### src/rtl/ca_pkg.sv
// Shared definitions for the C/A code correlator.
//   DEF_ACC_W     : default signed accumulator width (holds +/-1023)
//   DEF_EPOCH_LEN : nominal chips per code epoch
//   CNT_W         : chip counter width (saturates at 2047)
//   state_e       : correlator FSM states
//   chip_agree()  : 1-bit chip correlation, +1 on agreement, -1 otherwise
package ca_pkg;

    localparam int DEF_ACC_W     = 11;
    localparam int DEF_EPOCH_LEN = 1023;
    localparam int CNT_W         = 11;

    typedef enum logic {
        IDLE,
        RUN
    } state_e;

    function automatic logic signed [1:0] chip_agree(input logic sample, input logic ref_chip);
        return (sample == ref_chip) ? 2'sb01 : 2'sb11;
    endfunction

endpackage

### src/rtl/corr_acc.sv
// One signed epoch accumulator.
//   clk, rst : clock, synchronous active-high reset
//   clr      : force the sum to zero (highest priority)
//   load     : restart the sum with contrib
//   add      : sum += contrib (wraps, no saturation)
//   contrib  : +1 / -1 chip contribution
//   acc      : current sum
module corr_acc #(
    parameter int ACC_W = 11
) (
    input  logic                    clk,
    input  logic                    rst,
    input  logic                    clr,
    input  logic                    load,
    input  logic                    add,
    input  logic signed [1:0]       contrib,
    output logic signed [ACC_W-1:0] acc
);

    logic signed [ACC_W-1:0] acc_q, acc_d;
    logic signed [ACC_W-1:0] contrib_ext;

    assign contrib_ext = ACC_W'(contrib);

    always_comb begin
        acc_d = acc_q;
        if (clr) begin
            acc_d = '0;
        end else if (load) begin
            acc_d = contrib_ext;
        end else if (add) begin
            acc_d = acc_q + contrib_ext;
        end
    end

    always_ff @(posedge clk) begin
        if (rst) begin
            acc_q <= '0;
        end else begin
            acc_q <= acc_d;
        end
    end

    assign acc = acc_q;

endmodule

### src/rtl/ca_correlator.sv
// Single-channel 1-bit C/A correlator with early/prompt/late taps one chip apart.
// Accumulates over one code epoch and dumps the three sums through a valid/ready
// result register.
//   clk, rst            : clock, synchronous active-high reset
//   run                 : enable; low forces IDLE and clears the accumulators
//   chip_en             : one-cycle strobe per chip
//   code_chip           : local code chip (early phase)
//   epoch               : first chip of a code period, qualified by chip_en
//   sample_in           : sign bit of the received signal
//   e_sum/p_sum/l_sum   : dumped epoch sums
//   chip_count          : chips in the dumped epoch (saturating)
//   len_err             : dumped epoch length differs from EPOCH_LEN
//   out_valid/out_ready : result handshake
//   overrun             : sticky, a dump was lost because the result was unread
module ca_correlator
    import ca_pkg::*;
#(
    parameter int ACC_W     = DEF_ACC_W,
    parameter int EPOCH_LEN = DEF_EPOCH_LEN
) (
    input  logic                    clk,
    input  logic                    rst,
    input  logic                    run,
    input  logic                    chip_en,
    input  logic                    code_chip,
    input  logic                    epoch,
    input  logic                    sample_in,
    output logic signed [ACC_W-1:0] e_sum,
    output logic signed [ACC_W-1:0] p_sum,
    output logic signed [ACC_W-1:0] l_sum,
    output logic [CNT_W-1:0]        chip_count,
    output logic                    len_err,
    output logic                    out_valid,
    input  logic                    out_ready,
    output logic                    overrun
);

    state_e           state_q, state_d;
    logic             d1_q, d2_q;
    logic [CNT_W-1:0] cnt_q, cnt_d;
    logic             acc_clr, acc_load, acc_add, dump;

    logic signed [1:0]       e_c, p_c, l_c;
    logic signed [ACC_W-1:0] e_acc, p_acc, l_acc;

    logic signed [ACC_W-1:0] e_sum_q, p_sum_q, l_sum_q;
    logic [CNT_W-1:0]        chip_count_q;
    logic                    len_err_q, valid_q, valid_d, overrun_q, overrun_d, load_res;

    // Code delay line shifts on every chip regardless of state, so the taps are
    // already aligned when the first epoch marker arrives.
    always_ff @(posedge clk) begin
        if (rst) begin
            d1_q <= 1'b0;
            d2_q <= 1'b0;
        end else if (chip_en) begin
            d1_q <= code_chip;
            d2_q <= d1_q;
        end
    end

    assign e_c = chip_agree(sample_in, code_chip);
    assign p_c = chip_agree(sample_in, d1_q);
    assign l_c = chip_agree(sample_in, d2_q);

    always_comb begin
        state_d  = state_q;
        cnt_d    = cnt_q;
        acc_clr  = 1'b0;
        acc_load = 1'b0;
        acc_add  = 1'b0;
        dump     = 1'b0;
        if (!run) begin
            state_d = IDLE;
            acc_clr = 1'b1;
            cnt_d   = '0;
        end else begin
            case (state_q)
                IDLE: begin
                    if (chip_en && epoch) begin
                        state_d  = RUN;
                        acc_load = 1'b1;
                        cnt_d    = CNT_W'(1);
                    end else begin
                        acc_clr = 1'b1;
                        cnt_d   = '0;
                    end
                end
                RUN: begin
                    if (chip_en && epoch) begin
                        // Dump excludes this chip; it seeds the next epoch.
                        dump     = 1'b1;
                        acc_load = 1'b1;
                        cnt_d    = CNT_W'(1);
                    end else if (chip_en) begin
                        acc_add = 1'b1;
                        if (cnt_q != '1) begin
                            cnt_d = cnt_q + CNT_W'(1);
                        end
                    end
                end
                default: state_d = IDLE;
            endcase
        end
    end

    always_ff @(posedge clk) begin
        if (rst) begin
            state_q <= IDLE;
            cnt_q   <= '0;
        end else begin
            state_q <= state_d;
            cnt_q   <= cnt_d;
        end
    end

    corr_acc #(.ACC_W(ACC_W)) u_acc_e (
        .clk(clk), .rst(rst), .clr(acc_clr), .load(acc_load), .add(acc_add),
        .contrib(e_c), .acc(e_acc)
    );

    corr_acc #(.ACC_W(ACC_W)) u_acc_p (
        .clk(clk), .rst(rst), .clr(acc_clr), .load(acc_load), .add(acc_add),
        .contrib(p_c), .acc(p_acc)
    );

    corr_acc #(.ACC_W(ACC_W)) u_acc_l (
        .clk(clk), .rst(rst), .clr(acc_clr), .load(acc_load), .add(acc_add),
        .contrib(l_c), .acc(l_acc)
    );

    // A dump while the old result is unread and not being accepted is dropped.
    always_comb begin
        valid_d   = valid_q;
        overrun_d = overrun_q;
        load_res  = 1'b0;
        if (dump) begin
            if (!valid_q || out_ready) begin
                load_res = 1'b1;
                valid_d  = 1'b1;
            end else begin
                overrun_d = 1'b1;
            end
        end else if (valid_q && out_ready) begin
            valid_d = 1'b0;
        end
    end

    always_ff @(posedge clk) begin
        if (rst) begin
            e_sum_q      <= '0;
            p_sum_q      <= '0;
            l_sum_q      <= '0;
            chip_count_q <= '0;
            len_err_q    <= 1'b0;
            valid_q      <= 1'b0;
            overrun_q    <= 1'b0;
        end else begin
            if (load_res) begin
                e_sum_q      <= e_acc;
                p_sum_q      <= p_acc;
                l_sum_q      <= l_acc;
                chip_count_q <= cnt_q;
                len_err_q    <= (cnt_q != CNT_W'(EPOCH_LEN));
            end
            valid_q   <= valid_d;
            overrun_q <= overrun_d;
        end
    end

    assign e_sum      = e_sum_q;
    assign p_sum      = p_sum_q;
    assign l_sum      = l_sum_q;
    assign chip_count = chip_count_q;
    assign len_err    = len_err_q;
    assign out_valid  = valid_q;
    assign overrun    = overrun_q;

endmodule

### config.mk
export PLATFORM = sky130hd
export DESIGN_NAME = ca_correlator
export DESIGN_NICKNAME = d
export VERILOG_FILES = /design/src/rtl/ca_pkg.sv /design/src/rtl/corr_acc.sv /design/src/rtl/ca_correlator.sv
export SDC_FILE = /design/constraint.sdc
export NUM_CORES = 1
export LEC_CHECK = 0
export CAP_MARGIN = 0
export CORE_ASPECT_RATIO = 0.7
export CORE_MARGIN = 3
export CORE_UTILIZATION = 45
export DETAILED_ROUTE_END_ITERATION = 8
export HOLD_SLACK_MARGIN = 0.02
export PLACE_DENSITY = 0.69
export RECOVER_POWER = 100
export SLEW_MARGIN = 20
export SYNTH_ARGS = -nofsm -noshare
export SYNTH_HDL_FRONTEND = slang
export SYNTH_SLANG_ARGS = --single-unit
### constraint.sdc
create_clock -name clk -period 3.51 [get_ports clk]
set_input_delay 0.351 -clock clk [delete_from_list [all_inputs] [get_ports clk]]
set_output_delay 0.351 -clock clk [all_outputs]
set_load 0.05 [all_outputs]
After elaboration in Yosys (flattened, before gate mapping)
Index checks and enable logic that the tools add are counted.
{ "totals": {"mem_bits_ro": 0, "mem_count": 0, "inputBits": 8, "mem_bits_rw": 0, "reg_bits": 94, "latchBits": 0, "out_inout_bits": 47} }
{ "op_classes": {"n_lt_le_gt_ge": 0, "mux": 31, "n_div": 0, "bitwise_logic": 3, "n_addsub": 4, "n_shift": 0, "reduce_logical": 11, "n_eq_ne": 8, "mul": 0} }
{ "op_table": {"columns": ["operator", "count"], "rows": [
  ["two-way mux 11 bit", 9],
  ["adder 11 x 2 -> 11 bit", 3],
  ["one-hot mux 11 bit (2 select lines)", 1],
  ["two-way mux 1 bit", 18],
  ["adder 11 x 1 -> 11 bit (second input constant)", 1],
  ["!= test 11 x 10 -> 1 bit (second input constant)", 1],
  ["!= test 11 bit (second input constant)", 1],
  ["two-way mux 2 bit", 3],
  ["AND reduction 2 bit", 3],
  ["nonzero test 2 bit", 2],
  ["OR reduction 2 bit", 2],
  ["equality test 1 bit", 3],
  ["!= test 3 x 1 -> 1 bit (second input constant)", 1],
  ["!= test 3 x 2 -> 1 bit (second input constant)", 1],
  ["NOT 1 bit", 3],
  ["logical AND 1 bit", 2],
  ["!= test 2 x 1 -> 1 bit (second input constant)", 1],
  ["logical NOT 1 bit", 1],
  ["logical OR 1 bit", 1]
]} }

Longest topological paths before layout
Gate-level depths: netlist of the first run.
{ "logic_depth": {"ltp_word": 6, "ltp_mapped": 9} }

Modules after synthesis
A second synthesis of the first run with hierarchy kept.
{ "unflattened": {"hier_cells": 655, "hier_area_um2": 5190.0} }
{ "by_module_without_submodules": {"columns": ["mod", "cells_each", "area_each_um2", "instances", "seq_area_each_um2"], "rows": [
  ["corr_acc", 120, 935.9, 3, 220.2],
  ["ca_correlator", 295, 2382.3, 1, 1221.2]
]} }

Least setup slack after synthesis of the first run
Ideal clock, no wire load.
{ "synth_path": {"path_kind": "input to register", "from": "input port code_chip", "to": "register u_acc_e.acc_q[6] (netlist: u_acc_e.acc[6])", "path_slack_ns": 0.871, "path_stages": 8, "required_time_ns": 3.384, "setup_time_ns": 0.126, "arrival_time_ns": 2.513, "cell_sequence": "xor2_1 > ha_1 > nor2b_1 > o21a_1 > o21a_1 > or4_1 > nand3_1 > a21oi_1"} }
{ "synth_between": {"elab_chain_len": 5} }
{ "synth_rtl": {"columns": ["element", "line", "rtl"], "rows": [
  ["start, declared", "ca_correlator.sv:25", "input logic code_chip,"],
  ["equality test 1 bit (*)", "ca_pkg.sv:19", "return (sample == ref_chip) ? 2'sb01 : 2'sb11;"],
  ["two-way mux 2 bit (*)", "ca_pkg.sv:19", null],
  ["adder 11 x 2 -> 11 bit", "corr_acc.sv:32", "acc_d = acc_q + contrib_ext;"],
  ["two-way mux 11 bit", "corr_acc.sv:31", "end else if (add) begin"],
  ["two-way mux 11 bit (*)", "corr_acc.sv:29", "end else if (load) begin"],
  ["end signal, assigned", "corr_acc.sv:38", "acc_q <= '0;"],
  ["end signal, assigned", "corr_acc.sv:40", "acc_q <= acc_d;"],
  ["end, declared", "corr_acc.sv:20", "logic signed [ACC_W-1:0] acc_q, acc_d;"]
]} }
Every way passes the cells marked *; elsewhere a longest branch is shown, timed or not. The select of a mux whose other input is x is not followed.
A chain may end at the register's enable or synchronous reset.

Worst setup path after layout of the first run
{ "layout_path": {"from": "input port chip_en", "to": "register u_acc_p.acc_q[5] (netlist: u_acc_p.acc[5])"} }
{ "layout_between": {"elab_chain_len": 5, "elab_cells_between_ends": 13, "classes_between": "mux (10); reduce/logical (3)"} }
{ "layout_rtl": {"columns": ["element", "line", "rtl"], "rows": [
  ["start, declared", "ca_correlator.sv:24", "input logic chip_en,"],
  ["two-way mux 1 bit / logical AND 1 bit (equally long branches)", "ca_correlator.sv:95, ca_correlator.sv:80, ca_correlator.sv:90", null],
  ["two-way mux 1 bit (on tied branches)", "ca_correlator.sv:90, ca_correlator.sv:80", null],
  ["two-way mux 1 bit", "ca_correlator.sv:78", "case (state_q)"],
  ["two-way mux 1 bit", "ca_correlator.sv:73", "if (!run) begin"],
  ["nonzero test 2 bit (no source line) / OR reduction 2 bit (equally long branches)", null, null],
  ["end signal, assigned", "corr_acc.sv:38", null],
  ["end signal, assigned", "corr_acc.sv:40", null],
  ["end, declared", "corr_acc.sv:20", null]
]} }
Parallel ways exist; a longest one is shown, timed or not.

==> flow_summary.ini, run 1 <==
[finish]
finish.net_count = 717
final_common_cell = nand2_1
drive_above_1_share_pct = 4.55
antenna_cells = 0
syn_to_final_growth_pct = 18.9
mostFrequentLayoutCells = 124 x nand2_1, 94 x dfxtp_1, 93 x a21oi_1
n_fill_cell = 991
final_cells = 830

[power_and_ir_drop]
ir_worst_vdd_mv = 0.223
power_density_nw_per_um2 = 375
p_leak_nw = 2.39

[detailed_routing]
vias = 4624
viasPerCell = 5.57
postRouteAntennaNets = 0
first_pass_iters = 7
drt-total-wl_mm = 12.6
drt_iter0_markers = 320
drc = 0
wl_per_cell_um = 15.1

[logic_synthesis]
synth-edff-count = 0
synth_cell_types = 58
ys_seq_elements = 94
synth_area_um2 = 4940
yosysWarnings = 0
syn-num-nets = 666
async_flop_share_pct = 0
synth_cells = 627
synth.avg_cell_area_um2 = 7.88
ys_seq_area_share_pct = 38.1
ys.flop_type = dfxtp_1

[critical_path]
path_delay_family = buffers and inverters
path_cells = dlygate4sd3_1 -> nand2_1 -> nor2_1 -> clkbuf_1 -> nand2_1 -> nand2_1 -> o221a_1
reg2reg_depth = 9
cp_max_fo = 20
slowest_stage = clkbuf_1
r2r_slack_ps = 1090
cp.arrival_ps = 3230
crit_path_frequent_cell = nand2_1
path_buf_inv = 2
worst_ep_required_time_ps = 3800
critPathKind = primary input to flip-flop
end_kind = flip-flop
cp.depth = 7
critPathMaxStageDelay_ps = 800
critPathLaunchType = primary input

[job]
drv_cap = 0

[global_routing]
grtUsageTotal_pct = 20.5
antenna_found_initial = 0
grt-ovfl-total = 0
grt_pass1_vias = 4139
grt_pass1_wl_mm = 20.8
grt_max_degree = 50

[sta]
fin_skew_ps = 4.43
max_slew_margin_pct = 32.4
tns_ps = 0
finalSetupViolations = 0
period_share_pct = 83.9
hold_violations = 0
tightest_slew_ps = 1010
max_freq_ghz = 0.340
slew_violations = 0
period_minus_slack_ps = 2940
rsz0062_at_grt = false

[clock_network]
clockBufferDepth = 2
cts_root_buf = clkbuf_16
cts-buffers-inserted = 9
holdBufCountCts = 0
cts_sinks = 94
cts_tree = done
clock_latency_ps = 350
cts_max_level = 3
postCtsResizedCells = 0
postCtsSetupRepairBufs = 0
path_clk_slew_ps = 60

[placement]
dp.cells = 815
io_buffers = 54
place_hpwl_mm = 8.71
gp_congestion = 0.935

[floorplan]
num_rows = 31
fp.coreArea_um2 = 10500
die_y_um = 93.7
ioPinCount = 55
die_w_um = 131
dieArea_um2 = 12300
start_util_pct = 47.0

[outcome]
status = completed

[min_path]
min_path_type = primary input to flip-flop
holdPathStages = 3
[path summary, 6_finish.rpt]
| kind | from | end |
|---|---|---|
| setup reg to reg | d1_q | u_acc_p.acc[9] |
| hold reg to reg | p_sum[6] | p_sum[6] |
| hold / removal | rst | u_acc_l.acc[0] |
| setup / recovery | chip_en | u_acc_p.acc[5] |
[report_power, final]
part | internal, mW | switching, mW | leakage, nW
registers | 1.07 | 0.00792 | 0.758
logic | 0.0916 | 0.148 | 1.52
clock network | 0.474 | 0.409 | 0.121
total | 1.64 | 0.565 | 2.39
[state kept, by name, indices dropped and copies added (netlist names), 11 cells and up]
name / count
u_acc_l.acc: 11
cnt_q: 11
chip_count: 11
p_sum: 11
u_acc_e.acc: 11
e_sum: 11
l_sum: 11
u_acc_p.acc: 11
[routing by layer]
metal  part of all wire [%]  up-vias  GRT usage, %
met2                     45       88          32.1
li1                       -     2334             -
met5                      0        -             0
met3                    4.1        6          5.19
met4                   0.52        0          3.58
met1                     51     2196          29.1
[worst min-delay path: cells and delay by family]
kind	cells	cell delay, ps
buffers and inverters	1	100
AND/OR/NAND/NOR	1	210
AO/OA/AOI/OAI	1	60
[final cells by class]
class / instances / area, um2 / area share (%)
tap: 148 / 185 / 3.15
inverter: 15 / 56.3 / 0.958
clock inverter: 4 / 25.0 / 0.426
sequential: 94 / 1880 / 32.0
timing repair buffer: 70 / 641 / 10.9
clock buffer: 11 / 233 / 3.96
multi-input combinational: 488 / 2860 / 48.6
[through the flow]
stage / hold slack, ps / utilization, % / setup WS [ps] / instance area, um2 / total power, mW
finish: 417 / 55.9 / 567 / 5880 / 2.20
global route: 443 / 55.9 / 356 / 5880 / 2.29
CTS: 411 / 56.2 / 877 / 5910 / 2.23
detailed placement: 446 / 53.8 / 518 / 5650 / 1.34
global placement: 443 / 53.8 / 613 / 5650 / 1.34
floorplan: 446 / - / 871 / 4940 / 1.28
[cell usage after synthesis (all sizes together), types with 2 or more instances]
cell | n | area, um2
nand2 | 124 | 465
a21oi | 94 | 474
dfxtp | 94 | 1880
nor2 | 42 | 160
o21ai | 42 | 210
ha | 28 | 350
clkbuf | 18 | 67.6
inv | 15 | 56.3
nor3 | 15 | 75.1
buf | 12 | 63.8
a21o | 11 | 82.6
nand2b | 11 | 76.3
nand3 | 11 | 60.1
nor2b | 10 | 62.6
xor2 | 9 | 78.8
a31oi | 7 | 43.8
mux2i | 7 | 70.1
xnor2 | 7 | 61.3
nand4 | 6 | 43.8
o21a | 6 | 45.0
a311oi | 5 | 43.8
o211ai | 5 | 37.5
and3 | 4 | 25.0
o22ai | 4 | 25.0
a211oi | 3 | 22.5
fa | 3 | 60.1
nor4b | 3 | 26.3
o221ai | 3 | 26.3
a211o | 2 | 17.5
a22o | 2 | 17.5
nand3b | 2 | 15.0
nor3b | 2 | 15.0
o221a | 2 | 22.5
o311a | 2 | 20.0
o31a | 2 | 17.5
[cells by family after synthesis]
family	after synthesis	share of synthesized area [%]
simple gates	235	21.5
compound gates	199	24.0
flops	94	38.1
buf+inv	45	3.80
fa+ha+maj	31	8.30
xor+xnor	16	2.83
mux	7	1.42
No activity file was read; power rests on OpenSTA's default activity.
==> run 2, diff against run 1 <==
==> constraint.sdc (replaced) <==
create_clock -name clk -period 3 [get_ports clk]
set_input_delay 0.3 -clock clk [delete_from_list [all_inputs] [get_ports clk]]
set_output_delay 0.3 -clock clk [all_outputs]
set_load 0.05 [all_outputs]
==> run 2 against run 1 <==
  * Clock power grew 28%
  * Count of clock-buffer cells in the layout rose by 1
  * Global-route usage increased by 0.77 points
  * Sequential share of layout area fell by 0.36 points
  * Via count down 0.50%
  * Sequential cell count is the same
  * Power grew 22%
  * First-iteration DRC count decreased by 0.63%
  * Worst setup slack got worse by 280 ps
  * Worst hold slack lost 57 ps
  * Critical endpoint is now u_acc_e.acc[6]
==> flow_summary.ini, run 2 (synthesis gave the netlist of run 1 again) <==
[floorplan]
dieArea_um2 = 12300
die_w_um = 131
fp.coreArea_um2 = 10500
start_util_pct = 47.0
ioPinCount = 55
num_rows = 31
die_y_um = 93.7

[sta]
finalSetupViolations = 0
period_minus_slack_ps = 2710
rsz0062_at_grt = false
period_share_pct = 90.5
tightest_slew_ps = 540
max_slew_margin_pct = 64.0
fin_skew_ps = 3.54
max_freq_ghz = 0.368
slew_violations = 0
hold_violations = 0
tns_ps = 0

[clock_network]
postCtsSetupRepairBufs = 0
clock_latency_ps = 350
cts-buffers-inserted = 9
cts_tree = done
cts_sinks = 94
cts_root_buf = clkbuf_16
holdBufCountCts = 0
clockBufferDepth = 2
postCtsResizedCells = 0
cts_max_level = 3
path_clk_slew_ps = 60

[critical_path]
cp.arrival_ps = 2940
worst_ep_required_time_ps = 3220
end_kind = flip-flop
critPathLaunchType = primary input
cp_max_fo = 14
critPathKind = primary input to flip-flop

[finish]
final_cells = 831
finish.net_count = 718
antenna_cells = 0
design_area_um2 = 5940
mostFrequentLayoutCells = 124 x nand2_1, 94 x dfxtp_1, 93 x a21oi_1
syn_to_final_growth_pct = 20.2
drive_above_1_share_pct = 4.98
final_common_cell = nand2_1

[global_routing]
grt_pass1_wl_mm = 21.5
grt-ovfl-total = 0
grt_max_degree = 50
grt_pass1_vias = 4343
grtUsageTotal_pct = 21.3
antenna_found_initial = 0

[detailed_routing]
wl_per_cell_um = 15.3
vias = 4601
postRouteAntennaNets = 0
drt-total-wl_mm = 12.7
drc = 0
viasPerCell = 5.54
drt_iter0_markers = 318
first_pass_iters = 5

[min_path]
min_path_type = primary input to flip-flop

[power_and_ir_drop]
ir_worst_vdd_mv = 0.306
p_leak_nw = 2.42
power_density_nw_per_um2 = 451

[placement]
gp_congestion = 0.921
dp.cells = 816
place_area_um2 = 5690
place_hpwl_mm = 8.81
io_buffers = 54

[outcome]
status = completed

[job]
drv_cap = 0
run 2: changes by cell type in the layout (fill, tap and decap cells not counted):
cell | previous run | this run
buf_12 | 0 | 2
buf_4 | 12 | 10
bufinv_16 | 0 | 1
clkbuf_1 | 6 | 4
clkbuf_2 | 0 | 3
clkbuf_8 | 0 | 1
clkinv_2 | 2 | 0
o21ai_0 | 35 | 36
o21ai_1 | 7 | 6
run 2: per-layer routing:
layer	GRT usage [%]	vias up	share of wire (%)	routed length, um
met4	7.17	0	1.2	149
met2	34.4	102	45	5680
met5	0	-	0	0
met3	4.12	12	4.4	555
met1	28.8	2158	50	6290
li1	-	2329	-	-
run 2: where the power goes:
part           total [mW]  switching, mW  internal, mW
Combinational       0.286          0.177         0.109
Sequential           1.26        0.00949          1.26
Clock                1.13          0.466         0.664
run 2: cell type report:
class	instances	area (um2)
Sequential cell	94	1880
Clock inverter	3	45.0
Tap cell	148	185
Clock buffer	12	246
Fill cell	994	4570
Timing Repair Buffer	71	673
Multi-Input combinational cell	488	2860
Inverter	15	56.3
run 2: worst max-delay path, cell delays in order:
cell           delay, ps
dlygate4sd3_1        640
xor2_1               370
clkbuf_2             370
ha_1                 330
o21a_1               130
o21a_1               230
or4_1                410
nand3_1               90
a21oi_1               60
run 2: path summary, 6_finish.rpt:
path / startpoint / to / slack, ps / cells after the start
setup reg to reg: d1_q / u_acc_p.acc[10] / 560 / 10
hold / removal: rst / u_acc_p.acc[0] / 360 / 3
hold reg to reg: p_sum[3] / p_sum[3] / 450 / 2
setup / recovery: sample_in / u_acc_e.acc[6] / 290 / 9
run 2: per-stage QoR:
stage	utilization [%]	hold slack (ps)	total power [mW]	setup WS, ps
finish	56.6	360	2.68	285
global route	56.6	390	2.80	150
CTS	56.9	347	2.72	430
detailed placement	54.1	446	1.58	65.3
global placement	54.1	441	1.57	186
floorplan	-	446	1.50	403
